<file path="config.mk">
export PLATFORM = sky130hd
export DESIGN_NAME = hs_fifo_wr_arb
export DESIGN_NICKNAME = d
export VERILOG_FILES = /design/src/rtl/hs_fifo_arb_pkg.sv /design/src/rtl/hs_fifo_rr_pick.sv /design/src/rtl/hs_fifo_wr_arb.sv
export SDC_FILE = /design/constraint.sdc
export NUM_CORES = 1
export LEC_CHECK = 0
export BUFFER_PORTS_ARGS = -buffer_cell sky130_fd_sc_hd__buf_2
export CAP_MARGIN = 0
export CORE_AREA = 2 2 39 41
export DETAILED_ROUTE_END_ITERATION = 10
export DIE_AREA = 0 0 41 43
export PLACE_DENSITY = 0.67
export SYNTH_ARGS = -nofsm -noshare
export SYNTH_HDL_FRONTEND = slang
export SYNTH_SLANG_ARGS = --single-unit
</file>
<file path="constraint.sdc">
create_clock -name clk -period 4.2 [get_ports clk]
set_input_delay 0.63 -clock clk [delete_from_list [all_inputs] [get_ports clk]]
set_output_delay 0.63 -clock clk [all_outputs]
set_load 0.05 [all_outputs]
</file>
<file path="src/rtl/hs_fifo_arb_pkg.sv">
// Shared types and helpers for the FIFO write-port arbiter.
// Also holds a reference round-robin search function that other arbiters can reuse.
package hs_fifo_arb_pkg;

    localparam bit BOOL_TRUE  = 1'b1;
    localparam bit BOOL_FALSE = 1'b0;

    typedef enum logic [0:0] {
        ARB_IDLE   = 1'b0,
        ARB_LOCKED = 1'b1
    } arb_state_e;

    // Bits of req above the real requester count must be zero; a 32-wide scan
    // then wraps through them harmlessly.
    function automatic logic [4:0] rr_next(input logic [31:0] req, input logic [4:0] ptr);
        logic [4:0] idx;
        logic [4:0] cand;
        logic       found;
        idx   = ptr;
        found = 1'b0;
        for (int i = 0; i < 32; i++) begin
            cand = ptr + 5'(i);
            if (!found && req[cand]) begin
                idx   = cand;
                found = 1'b1;
            end
        end
        return idx;
    endfunction

endpackage

</file>
<file path="src/rtl/hs_fifo_rr_pick.sv">
// Combinational masked priority encoder: first set bit of req at or after ptr,
// wrapping to the lowest set bit when nothing at or above ptr is set.
module hs_fifo_rr_pick #(
    parameter int unsigned N  = 4,
    parameter int unsigned IW = 2
) (
    input  logic [N-1:0]  req,
    input  logic [IW-1:0] ptr,
    output logic [IW-1:0] idx,
    output logic          any
);

    logic [IW-1:0] hi_idx;
    logic [IW-1:0] lo_idx;
    logic          hi_found;

    // Descending scan so the last hit written is the lowest qualifying index.
    always_comb begin
        hi_found = 1'b0;
        hi_idx   = '0;
        lo_idx   = '0;
        for (int i = N - 1; i >= 0; i--) begin
            if (req[i]) begin
                lo_idx = IW'(i);
            end
            if (req[i] && (IW'(i) >= ptr)) begin
                hi_found = 1'b1;
                hi_idx   = IW'(i);
            end
        end
        idx = hi_found ? hi_idx : lo_idx;
        any = |req;
    end

endmodule

</file>
<file path="src/rtl/hs_fifo_wr_arb.sv">
// Packet-atomic round-robin arbiter sharing one FIFO write port between NUM_REQ streams.
// Grant is held until the last beat; the data path is a pure combinational mux.
module hs_fifo_wr_arb
    import hs_fifo_arb_pkg::*;
#(
    parameter type         DATA_TYPE      = logic,
    parameter int unsigned NUM_REQ        = 4,
    parameter bit          EN_LAST_SIGNAL = BOOL_FALSE,
    parameter int unsigned BURST_LEN      = 1,
    parameter bit          EN_AFULL_GATE  = BOOL_TRUE,
    localparam int         REQ_ID_WIDTH   = $clog2(NUM_REQ)
) (
    input  logic                    clk,
    input  logic                    srst,
    input  logic [NUM_REQ-1:0]      req_valid,
    output logic [NUM_REQ-1:0]      req_ready,
    input  DATA_TYPE                req_data [NUM_REQ],
    input  logic [NUM_REQ-1:0]      req_last,
    output logic                    wvalid,
    input  logic                    wready,
    output DATA_TYPE                wdata,
    output logic                    wlast,
    input  logic                    walmost_full,
    output logic [REQ_ID_WIDTH-1:0] grant_id,
    output logic                    busy
);

    localparam int CW = $clog2(BURST_LEN + 1);

    arb_state_e              state_q, state_d;
    logic [REQ_ID_WIDTH-1:0] ptr_q, ptr_d;
    logic [REQ_ID_WIDTH-1:0] grant_q, grant_d;
    logic [CW-1:0]           cnt_q, cnt_d;

    logic [REQ_ID_WIDTH-1:0] pick_idx;
    logic                    pick_any;

    hs_fifo_rr_pick #(
        .N  (NUM_REQ),
        .IW (REQ_ID_WIDTH)
    ) u_pick (
        .req (req_valid),
        .ptr (ptr_q),
        .idx (pick_idx),
        .any (pick_any)
    );

    always_comb begin
        state_d   = state_q;
        ptr_d     = ptr_q;
        grant_d   = grant_q;
        cnt_d     = cnt_q;
        wvalid    = 1'b0;
        wdata     = '0;
        wlast     = 1'b0;
        req_ready = '0;
        case (state_q)
            ARB_IDLE: begin
                // almost-full only gates the start of a packet, never one in flight
                if (pick_any && !(EN_AFULL_GATE && walmost_full)) begin
                    grant_d = pick_idx;
                    cnt_d   = '0;
                    state_d = ARB_LOCKED;
                end
            end
            ARB_LOCKED: begin
                wvalid             = req_valid[grant_q];
                wdata              = req_data[grant_q];
                wlast              = EN_LAST_SIGNAL ? req_last[grant_q]
                                                    : (cnt_q == CW'(BURST_LEN - 1));
                req_ready[grant_q] = wready;
                if (wvalid && wready) begin
                    if (cnt_q != {CW{1'b1}}) begin
                        cnt_d = cnt_q + CW'(1);
                    end
                    if (wlast) begin
                        state_d = ARB_IDLE;
                        ptr_d   = (grant_q == REQ_ID_WIDTH'(NUM_REQ - 1)) ? '0
                                                                          : grant_q + REQ_ID_WIDTH'(1);
                    end
                end
            end
            default: begin
                state_d = ARB_IDLE;
            end
        endcase
    end

    always_ff @(posedge clk) begin
        if (srst) begin
            state_q <= ARB_IDLE;
            ptr_q   <= '0;
            grant_q <= '0;
            cnt_q   <= '0;
        end else begin
            state_q <= state_d;
            ptr_q   <= ptr_d;
            grant_q <= grant_d;
            cnt_q   <= cnt_d;
        end
    end

    assign grant_id = grant_q;
    assign busy     = (state_q == ARB_LOCKED);

endmodule

</file>
==> impl_results.md <==
- Overflow after GRT: 0
- Overall Power: 0.172 mW
- Sequential share of the synthesized area: roughly 25%
- Mapped Cells: 54
- Slew HR: between 70% and 80%
- Detailed Routing Iterations Pass 1: 4
- Initial Util: 35.3%
- DRT Wirelength: between 1000 and 1500 microns
- Final Hold Fails: 0
- # DRC: 0
- Placed Cells: 89
- Syn_area_per_cell: between 9 and 10 sq um
- Die X: around 40 microns
- Crit path capture type: output port
- DIE HEIGHT: about 43 microns
- R2r startpoint: grant_id[1]
- Post-route clock period utilization: ~54%
- DP HPWL: approximately 850 microns
- First-pass GRT wire length: 1760 microns
- Hold Path Class: reg2reg
- Slew @ Worst Pin: around 0.43 ns
- Post_cts resized: 0
- Nets@finish: slightly below 100
- Reg2Reg Setup Slack: 2.62 ns
- Fin cells: between 90 and 100
- Clock sinks: 6
- Worst R2R Path Depth: 3
- Worst-case clock skew: between 0.006 and 0.007 ns
- Vias: between 400 and 500
- Antenna-violating nets left: 0
- Largest net degree at the start of global routing: 13
- Share of layout cells above drive strength 1: 38.2%
- Status: complete, no violations
- RSZ-0062 raised after global routing: false
- Critical path origin: grant_id[1]
- #FFs+latches synth: 6
- Post-route cell area: ~630 sq um
- Tmin final: 2.27 ns
- Hold Path Cell Cnt: 2
- Die ar.: roughly 1800 sq um
- Arr. time, crit path: ~1.6 ns
- Worst-skew pair later-pin latency: approximately 0.26 ns
- Post-synth cell types: 28
- GP Congestion: between 0.8 and 0.9
- Yosys warning total: 0
- Data required time at the worst endpoint: ~3.6 ns
- Critical path peak fanout: 6
- CTS root buf: clkbuf_4
- Initial antenna violation count: 0
- Maximum vdd drop: ~0.00013 V
- Initial detailed-routing violation count: 9
- Diodes inserted: 0
- Mapped Area: a little under 500 sq um
- R2R Path End: ptr_q[0]
- Leakage: roughly 0.31 nW
- Placed inst area: 606 sq um
- Via density: around 5.3
- CTS tree: built
- Max clock buf depth: 2
- Final Max Tran Viols: 0
- Fmax: around 0.44 GHz
- Row Count: 14
- CTS Buf Count: 3
- Ports: 26
- WHS Endpoint: cnt_q
- Gr usage total: about 15%
- IO buf count: 21
- Crit start category: flop
- Synthesized Nets: 74
- Reg clk slew, reported paths: about 0.050 ns
- Fin util: between 40% and 50%
- Setup TNS: 0 ns
- CORE AREA: 1380 sq um
- Final setup violation count: 0
- P per Cell Area: between 200 and 300 nW/um^2
- Vias in the first global route: 455
- Cts hold-fix bufs: 0
- CP Class: reg2out
- Area grow syn2layout: 28.7%
- Max H-tree Level: 1
- Min-delay src: cnt_q
- Avg WL per Cell: between 10 and 15 microns
- Max_cap viols: 0
- Post-CTS Setup Bufs: 0
through the flow:
stage / setup WS (ns) / hold slack [ns]
after global placement: 1.92 / 0.463
final: 1.93 / 0.468
after detailed placement: 1.92 / 0.470
after CTS: 1.91 / 0.476
after global routing: 1.84 / 0.502
after floorplan: 1.92 / 0.449
layout by cell type, fill, tap and decap left out:
| master | count |
|---|---|
| nor4_1 | 1 |
| nand3_1 | 2 |
| nand3_2 | 1 |
| a211o_1 | 2 |
| ha_1 | 4 |
| clkbuf_4 | 3 |
| mux4_2 | 2 |
| nor2_1 | 2 |
| mux2i_1 | 2 |
| o41ai_1 | 1 |
| mux2_2 | 1 |
| nor3b_1 | 1 |
| a311oi_1 | 1 |
| inv_1 | 4 |
| and3_1 | 4 |
| dfxtp_1 | 6 |
| o21bai_1 | 1 |
| nand2b_1 | 2 |
| o31ai_1 | 2 |
| nor3_1 | 1 |
| buf_2 | 21 |
| or2b_1 | 1 |
| and2_1 | 2 |
| or4_4 | 1 |
| nand2_1 | 1 |
| a21oi_1 | 3 |
| nor2b_1 | 3 |
| and3b_1 | 1 |
cell families (layout without fill, tap and decap cells):
kind of cell,count (synthesis),count (layout),share of synthesized area (%)
simple gates,23,23,30.0
buf+inv,6,28,4.61
fa+ha+maj,4,4,10.3
flops,6,6,24.6
compound gates,10,10,14.9
mux,5,5,15.6
flip-flops by register name, indices dropped and copies added (netlist names):
| name | count |
|---|---|
| cnt_q | 1 |
| grant_id | 2 |
| ptr_q | 2 |
| busy | 1 |
synthesized netlist by cell type:
library cell	number	share of area, %
dfxtp_1	6	25
and3_1	4	5.1
ha_1	4	10
inv_1	4	3.1
a21oi_1	3	3.1
nor2b_1	3	3.8
a211o_1	2	3.6
and2_1	2	2.6
mux2i_1	2	4.1
mux4_2	2	9.2
nand2b_1	2	2.6
nand3_1	2	2.1
nor2_1	2	1.5
o31ai_1	2	3.1
a311oi_1	1	1.8
and3b_1	1	1.8
buf_1	1	0.77
clkbuf_1	1	0.77
mux2_2	1	2.3
nand2_1	1	0.77
nand3_2	1	2.1
nor3_1	1	1.0
nor3b_1	1	1.5
nor4_1	1	1.3
o21bai_1	1	1.5
o41ai_1	1	1.8
or2b_1	1	1.5
or4_4	1	2.3
cell type report:
| type | count | area, sq um |
|---|---|---|
| fill | 141 | 756 |
| multi-input combinational | 42 | 345 |
| sequential | 6 | 120 |
| timing repair buffer | 21 | 105 |
| clock buffer | 3 | 22.5 |
| tap | 16 | 20.0 |
| inverter | 4 | 15.0 |
layer usage:
metal | global-route usage, % | routed length, microns | share of wire [%] | up-vias
li1 | - | - | - | 244
met1 | 15.5 | 419 | 41 | 218
met2 | 23.8 | 498 | 48 | 18
met5 | 0 | 0 | 0 | -
met4 | 12.0 | 30 | 2.9 | 0
met3 | 3.14 | 82 | 8.0 | 4
where the power goes:
part           switching [mW]  internal (mW)
clock                  0.0239         0.0325
combinational          0.0323         0.0186
sequential            0.00463         0.0600
critical path, cell delays in order, from the launching register on:
cell and delay [ns]:
dfxtp_1 0.43, mux4_2 0.58, and2_1 0.17, buf_2 0.20
how the worst max path moves through the flow:
| stage | endpoint | cells after the start |
|---|---|---|
| 2_1_floorplan | wvalid | 2 |
| 3_3_place_gp | wvalid | 4 |
| 3_5_place_dp | wvalid | 4 |
| 4_1_cts | wvalid | 3 |
| 5_1_grt | wvalid | 3 |
| 6_report | wvalid | 3 |
(Power assumes the default switching activity.)
